`src/rtl/pipe_queue_pkg.sv`:
```
// rtl/pipe_queue_pkg.sv - shared constants and types for pipe_queue
// Purpose : default queue depth and the pointer type sized from it.
// Ports   : none (package cpuDefine).
package cpuDefine;

  localparam int PIPE_QUEUE_DEPTH = 4;
  localparam int PIPE_QUEUE_PTR_W = $clog2(PIPE_QUEUE_DEPTH) + 1;

  // Pointer with one extra wrap bit above the slot index.
  typedef logic [PIPE_QUEUE_PTR_W-1:0] queue_ptr_t;

endpackage

```
`src/rtl/pipe_queue_ram.sv`:
```
// rtl/pipe_queue_ram.sv - DEPTH x WIDTH storage for pipe_queue
// Purpose : register array with one write port and one asynchronous read port.
// Ports   : clk                - write clock
//           we, waddr, wdata   - write port (written on rising edge when we=1)
//           raddr, rdata       - asynchronous read port
// Contents are not reset; occupancy tracking lives in the parent.
module pipe_queue_ram #(
  parameter int WIDTH = 100,
  parameter int DEPTH = 4
) (
  input  logic                     clk,
  input  logic                     we,
  input  logic [$clog2(DEPTH)-1:0] waddr,
  input  logic [WIDTH-1:0]         wdata,
  input  logic [$clog2(DEPTH)-1:0] raddr,
  output logic [WIDTH-1:0]         rdata
);

  logic [WIDTH-1:0] r_mem [DEPTH];

  always_ff @(posedge clk) begin
    if (we) begin
      r_mem[waddr] <= wdata;
    end
  end

  assign rdata = r_mem[raddr];

endmodule

```
`src/rtl/pipe_queue.sv`:
```
// rtl/pipe_queue.sv - elastic valid/allow decoupling queue
// Purpose : absorbs downstream stalls behind a pipeline stage and re-issues a
//           registered, flushable, in-order stream; shows nop_data when empty.
// Ports   : aclk, areset            - clock, async active-high reset
//           flush                   - synchronous clear of all entries
//           in_valid, in_data       - upstream payload handshake
//           in_allow                - queue accepts this cycle
//           out_valid, out_data     - head entry (nop_data when not valid)
//           out_allow               - downstream accepts the head
//           nop_data                - bubble payload
//           count                   - current occupancy
// Config  : PIPE_QUEUE_BYPASS_EN - zero-latency pass-through when empty.
module pipe_queue
  import cpuDefine::*;
#(
  parameter int WIDTH = 100,
  parameter int DEPTH = PIPE_QUEUE_DEPTH
) (
  input  logic                     aclk,
  input  logic                     areset,
  input  logic                     flush,
  input  logic                     in_valid,
  input  logic [WIDTH-1:0]         in_data,
  output logic                     in_allow,
  output logic                     out_valid,
  output logic [WIDTH-1:0]         out_data,
  input  logic                     out_allow,
  input  logic [WIDTH-1:0]         nop_data,
  output logic [$clog2(DEPTH):0]   count
);

  localparam int AW = $clog2(DEPTH);

  logic [AW:0]      r_wr_ptr;
  logic [AW:0]      r_rd_ptr;
  logic             w_full;
  logic             w_empty;
  logic             w_head_ok;
  logic             w_push;
  logic             w_pop;
  logic [WIDTH-1:0] w_rdata;

  // Same slot index on opposite laps means full; identical pointers mean empty.
  assign w_full    = (r_wr_ptr[AW] != r_rd_ptr[AW]) &&
                     (r_wr_ptr[AW-1:0] == r_rd_ptr[AW-1:0]);
  assign w_empty   = (r_wr_ptr == r_rd_ptr);
  assign w_head_ok = !w_empty && !flush;

  assign in_allow  = !w_full && !flush;
  assign count     = r_wr_ptr - r_rd_ptr;
  assign w_pop     = w_head_ok && out_allow;

`ifdef PIPE_QUEUE_BYPASS_EN
  logic w_bypass;

  // Empty queue forwards the incoming payload; if it is taken right away it
  // never occupies a slot.
  assign w_bypass  = w_empty && !flush && in_valid;
  assign out_valid = w_head_ok || w_bypass;
  assign out_data  = w_head_ok ? w_rdata : (w_bypass ? in_data : nop_data);
  assign w_push    = in_valid && in_allow && !(w_bypass && out_allow);
`else
  assign out_valid = w_head_ok;
  assign out_data  = w_head_ok ? w_rdata : nop_data;
  assign w_push    = in_valid && in_allow;
`endif

  always_ff @(posedge aclk or posedge areset) begin
    if (areset) begin
      r_wr_ptr <= '0;
      r_rd_ptr <= '0;
    end else if (flush) begin
      r_wr_ptr <= '0;
      r_rd_ptr <= '0;
    end else begin
      if (w_push) begin
        r_wr_ptr <= r_wr_ptr + 1'b1;
      end
      if (w_pop) begin
        r_rd_ptr <= r_rd_ptr + 1'b1;
      end
    end
  end

  pipe_queue_ram #(
    .WIDTH (WIDTH),
    .DEPTH (DEPTH)
  ) u_ram (
    .clk   (aclk),
    .we    (w_push),
    .waddr (r_wr_ptr[AW-1:0]),
    .wdata (in_data),
    .raddr (r_rd_ptr[AW-1:0]),
    .rdata (w_rdata)
  );

endmodule

```
`config.mk`:
```
export PLATFORM = sky130hd
export DESIGN_NAME = pipe_queue
export DESIGN_NICKNAME = d
export VERILOG_FILES = /design/src/rtl/pipe_queue_pkg.sv /design/src/rtl/pipe_queue_ram.sv /design/src/rtl/pipe_queue.sv
export SDC_FILE = /design/constraint.sdc
export NUM_CORES = 1
export LEC_CHECK = 0
export CORE_UTILIZATION = 23
export CTS_CLUSTER_DIAMETER = 80
export DETAILED_ROUTE_END_ITERATION = 6
export GPL_TIMING_DRIVEN = 0
export HOLD_SLACK_MARGIN = 0.03
export SYNTH_ARGS = -nofsm -noshare
export SYNTH_HDL_FRONTEND = slang
export SYNTH_SLANG_ARGS = --single-unit
```
`constraint.sdc`:
```
create_clock -name aclk -period 8.25 [get_ports aclk]
set_input_delay 2.0625 -clock aclk [delete_from_list [all_inputs] [get_ports aclk]]
set_output_delay 2.0625 -clock aclk [all_outputs]
set_load 0.01 [all_outputs]
```
# == Yosys cells after proc, flatten, opt, wreduce, memory -nomap -nowiden ==
# Memories as Yosys holds them, arrays and structs flattened.
# Index checks and enable logic that the tools add are counted.
# op_classes
add_sub_neg,3
multipliers,0
div,0
order_cmp,0
eq_ne,3
shifts,0
n_mux,7
bitwise,0
n_reduce_logical,10
# op_table
operator,count
$mux 100,1
$mux 3,4
$add 3x1->3 const B,2
$logic_and 1x1->1,5
$reduce_bool 2->1,2
$eq 3x3->1,1
$logic_not 1->1,3
$sub 3x3->3,1
$eq 2x2->1,1
$mux 1,2
$ne 1x1->1,1
# word_totals
ff_bits,6
latchBits,0
ram_bits,400
rom_bits,0
output_inout_bits,105
wordCells,26
memories,1
# mem_list
name,words,word_bits,read_ports,rd_clocked_by_memory_dff,wr,line,text
u_ram.r_mem,4,100,1,0,1,pipe_queue_ram.sv:19,logic [WIDTH-1:0] r_mem [DEPTH];

# == Logic depth before layout (Yosys ltp) ==
# logic_depth
ltp_word,7
ltp_mapped,9
depth_no_buf,5

# == Cells and area by module ==
# A second synthesis with hierarchy kept.
# unflattened
hier_cells,694
area_unflattened_um2,16756.1
# modules_own_cells
module,n_inst,cells_per_inst,area_each_um2,seq_area_each_um2
pipe_queue_ram,1,526,14560.2,12011.5
pipe_queue,1,168,2195.9,150.1

# == Worst setup path before layout ==
# No wires, ideal clock.
# synth_timing
kind,input port to flip-flop
from,input port flush
to,memory u_ram.r_mem[0][0] (enable)
setup_time_ps,471
arrival_time_ps,4778
required_ps,7779
slack_ps,3001
path_stages,3
path_buffers,1
path_cell_list,clkbuf_1 > inv_1 > and3_1
# synth_between
elab_chain_len,5
# synth_rtl
item,line,text
"start, declared",pipe_queue.sv:21,"input logic flush,"
$logic_not 1->1,pipe_queue.sv:49,assign in_allow = !w_full && !flush;
$logic_and 1x1->1,pipe_queue.sv:49,
$logic_and 1x1->1,pipe_queue.sv:65,assign w_push = in_valid && in_allow;
$mux 1,pipe_queue_ram.sv:22,if (we) begin
$mux 1 (not written as such),pipe_queue_ram.sv:23,r_mem[waddr] <= wdata;
"end, declared",pipe_queue_ram.sv:19,
# No other way between the ends.

# == Worst setup path in the final report ==
# layout_timing
from,register r_rd_ptr[1]
to,output port out_data[65]
# layout_between
elab_chain_len,4
word_cells_on_any_way,5
classes_between,eq/ne (1); mux (1); reduce/logical (2); memory (1)
# layout_rtl
item,line,text
"start, declared",pipe_queue.sv:35,logic [AW:0] r_rd_ptr;
"start signal, assigned",pipe_queue.sv:80,r_rd_ptr <= r_rd_ptr + 1'b1;
$eq 3x3->1,pipe_queue.sv:46,assign w_empty = (r_wr_ptr == r_rd_ptr);
$logic_not 1->1,pipe_queue.sv:47,assign w_head_ok = !w_empty && !flush;
$logic_and 1x1->1,pipe_queue.sv:47,
$mux 100 (*),pipe_queue.sv:64,assign out_data = w_head_ok ? w_rdata : nop_data;
"end, declared",pipe_queue.sv:26,"output logic [WIDTH-1:0] out_data,"
# Every way passes the cells marked *; elsewhere a longest branch is shown, timed or not.

==> impl_metrics.tcl <==
set metrics [dict create \
    grt_max_degree 43 \
    cp_slowest_cell "clkdlybuf4s50_1" \
    fillCellCount 6909 \
    layout_setup_ws_ps 1930 \
    skew_ps 13.6 \
    postCtsResizedCells 0 \
    synth.net_count 903 \
    start_util_pct 23.2 \
    pwr_density_cell_nw_per_um2 258 \
    synth_area_per_cell_sq_um 24.0 \
    finalSetupViolations 0 \
    cts.path.max_buffers 3 \
    worstSetupPathType "reg -> out" \
    grt_overflow_total 0 \
    fin_crit_sh_pct 76.6 \
    rr_worst_depth 9 \
    relSlewSlack_pct 32.4 \
    finalHoldViolCount 0 \
    synth-xor-area-share_pct 0.151 \
    cts_root_buf "clkbuf_16" \
    synth.yosys.warnings 0 \
    drt_iter0_drc 320 \
    nets 1266 \
    dp_hpwl_mm 25.3 \
    clkTransAtPathRegs_ps 60 \
    synth_seq_area_share_pct 73.4 \
    synthMuxAreaShare_pct 22.6 \
    rsz0062_at_grt "false" \
    synth_edf_count 400 \
    synth_compound_area_share_pct 0.604 \
    netlist_area_sq_um 16600 \
    max_freq_mhz 158 \
    crit_chain "buf_2 > buf_1 > inv_1 > ha_1 > and2_1 > a21oi_4 > buf_8 > buf_12 > mux2_4 > clkdlybuf4s50_1" \
    final_antenna_net_count 0 \
    ir_drop_v 0.000115 \
    cts_tree "built" \
    stdcell_area_sq_um 22600 \
    synth_fa_ha_area_share_pct 0.650 \
    hold_depth 1 \
    synth-seq-cells 406 \
    rows 98 \
    grt_usage_pct 10.3 \
    netlist_instances 690 \
    numCtsBuffers 44 \
    worstMarginPinSlew_ps 1010 \
    htreeDepth 2 \
    yosysMostFrequentCell "edfxtp_1" \
    clkLatencyLatePin_ps 560 \
    io_buffer_count 309 \
    start_kind "flip-flop" \
    layout_min_cycle_time_ps 6320 \
    final_util_pct 31.6 \
    die_h_microns 270 \
    wl_per_cell_microns 18.6 \
    critPathRequiredTime_ps 6190 \
    diodes 0 \
    arrival_ps 4260 \
    synth_cell_type_count 34 \
    synthTopCellsByArea "edfxtp_1 73%, mux4_2 14%, mux2_4 8.1%" \
    drive_above_1_share_pct 28.2 \
    cts.sinks 406 \
    place_congestion 0.706 \
    routed_wl_mm 37.9 \
    synth-simple-area-share_pct 0.514 \
    slew_violations 0 \
    grt_first_pass_wirelength_mm 56.1 \
    endpoint_kind "output port" \
    synth_top_family_by_area "multiplexers" \
    cpPeakStageDelay_ps 570 \
    synth_top_cell_area_share_pct 72.5 \
    post_cts_buffers 0 \
    drc_errors 0 \
    syn_to_final_growth_pct 36.4 \
    core_sq_um 71400 \
    avgViaCountPerCell 4.02 \
    synth_top_area_cell "edfxtp_1" \
    max_cap_violations 0 \
    die_width_microns 270 \
    synthFlopType "edfxtp_1" \
    critPathMaxFanout 10 \
    synthTopCellsByCount "400 x edfxtp_1, 100 x mux4_2, 89 x mux2_4, 13 x mux2_2, 12 x buf_2" \
    synthArstFlopShare_pct 1.48 \
    antenna_found_initial 4 \
    status "complete, no violations" \
    ioPinCount 310 \
    dr.pass1.iters 6 \
    dieArea_sq_um 73100 \
    timing.hold.ws_ps 639 \
    hold_buffers 0 \
    dpl_cell_area_sq_um 21100 \
    post-place-ws_ps 1950 \
    vias 8196 \
    leakage_nw 7.30 \
    min-delay-path-class "reg -> reg" \
    grt_pass1_vias 8952 \
]
[cell type report]
class / instances / area [sq um] / area share [%]
Clock inverter: 28 / 335 / 1.48
Inverter: 8 / 30.0 / 0.133
Timing Repair Buffer: 317 / 3310 / 14.6
Tap cell: 950 / 1190 / 5.26
Sequential cell: 406 / 12200 / 53.8
Multi-Input combinational cell: 242 / 4080 / 18.1
Clock buffer: 52 / 1170 / 5.20
Buffer: 34 / 308 / 1.36
[final timing paths]
path	startpoint	to	slack, ps
setup / recovery	r_rd_ptr[1]$_DFFE_PP0P_	out_data[65]	1930
hold / removal	r_wr_ptr[2]$_DFFE_PP0P_	r_wr_ptr[2]$_DFFE_PP0P_	640
setup reg to reg	r_rd_ptr[1]$_DFFE_PP0P_	u_ram.r_mem[0][59]$_DFFE_PP_	4480
hold reg to reg	r_wr_ptr[2]$_DFFE_PP0P_	r_wr_ptr[2]$_DFFE_PP0P_	640
max in group asynchronous	areset	r_rd_ptr[2]$_DFFE_PP0P_	6270
min in group asynchronous	areset	r_rd_ptr[1]$_DFFE_PP0P_	1780
[critical path, delay by kind of cell (launching register included)]
| kind | cells | cell delay (ps) |
|---|---|---|
| simple gates | 1 | 220 |
| flops | 1 | 440 |
| buf+inv | 6 | 2180 |
| fa+ha+maj | 1 | 310 |
| compound gates | 1 | 210 |
| mux | 1 | 300 |
[registers in the layout (all words and copies together) (netlist names)]
name,cells
r_wr_ptr,3
u_ram.r_mem,400
r_rd_ptr,3
[cell usage in the layout (no fill, tap or decap), drive strengths merged, types with 2 or more instances in the layout]
cell type and n:
a21oi 2, and3 4, buf 32, bufinv 7, clkbuf 62, clkdlybuf4s50 309, clkinv 16, clkinvlp 4
dfrtp 6, edfxtp 400, ha 7, inv 9, mux2 102, mux4 100, nand2 6, nor2 5
xnor2 2
[metrics by stage]
step                      TNS [ps]  total power [mW]  instances
final                            0              5.83       2037
after floorplan                  0              3.27        690
after global placement       -6190              3.87       1949
after global routing             0              6.08       2037
after CTS                        0              5.95       2037
after detailed placement         0              3.88       1957
[power by group]
part	switching [mW]	internal [mW]
clock network	0.793	1.24
logic	0.597	0.848
registers	0.0160	2.34
total	1.41	4.43
[routing by layer]
metal | vias to the layer above | share of wire, % | wire [microns] | global-route usage [%]
met1 | 4204 | 43 | 16200 | 13.0
met2 | 250 | 48 | 18200 | 16.9
li1 | 3658 | - | - | -
met4 | 8 | 2.7 | 1020 | 3.30
met5 | - | 0.13 | 48 | 0
met3 | 76 | 6.5 | 2460 | 2.99
[cells by family after synthesis]
logic type | count (synthesis)
flops | 406
compound gates | 11
buf+inv | 42
xor+xnor | 2
fa+ha+maj | 8
simple gates | 18
mux | 203
Note: power is estimated with default switching activity, not from simulation.
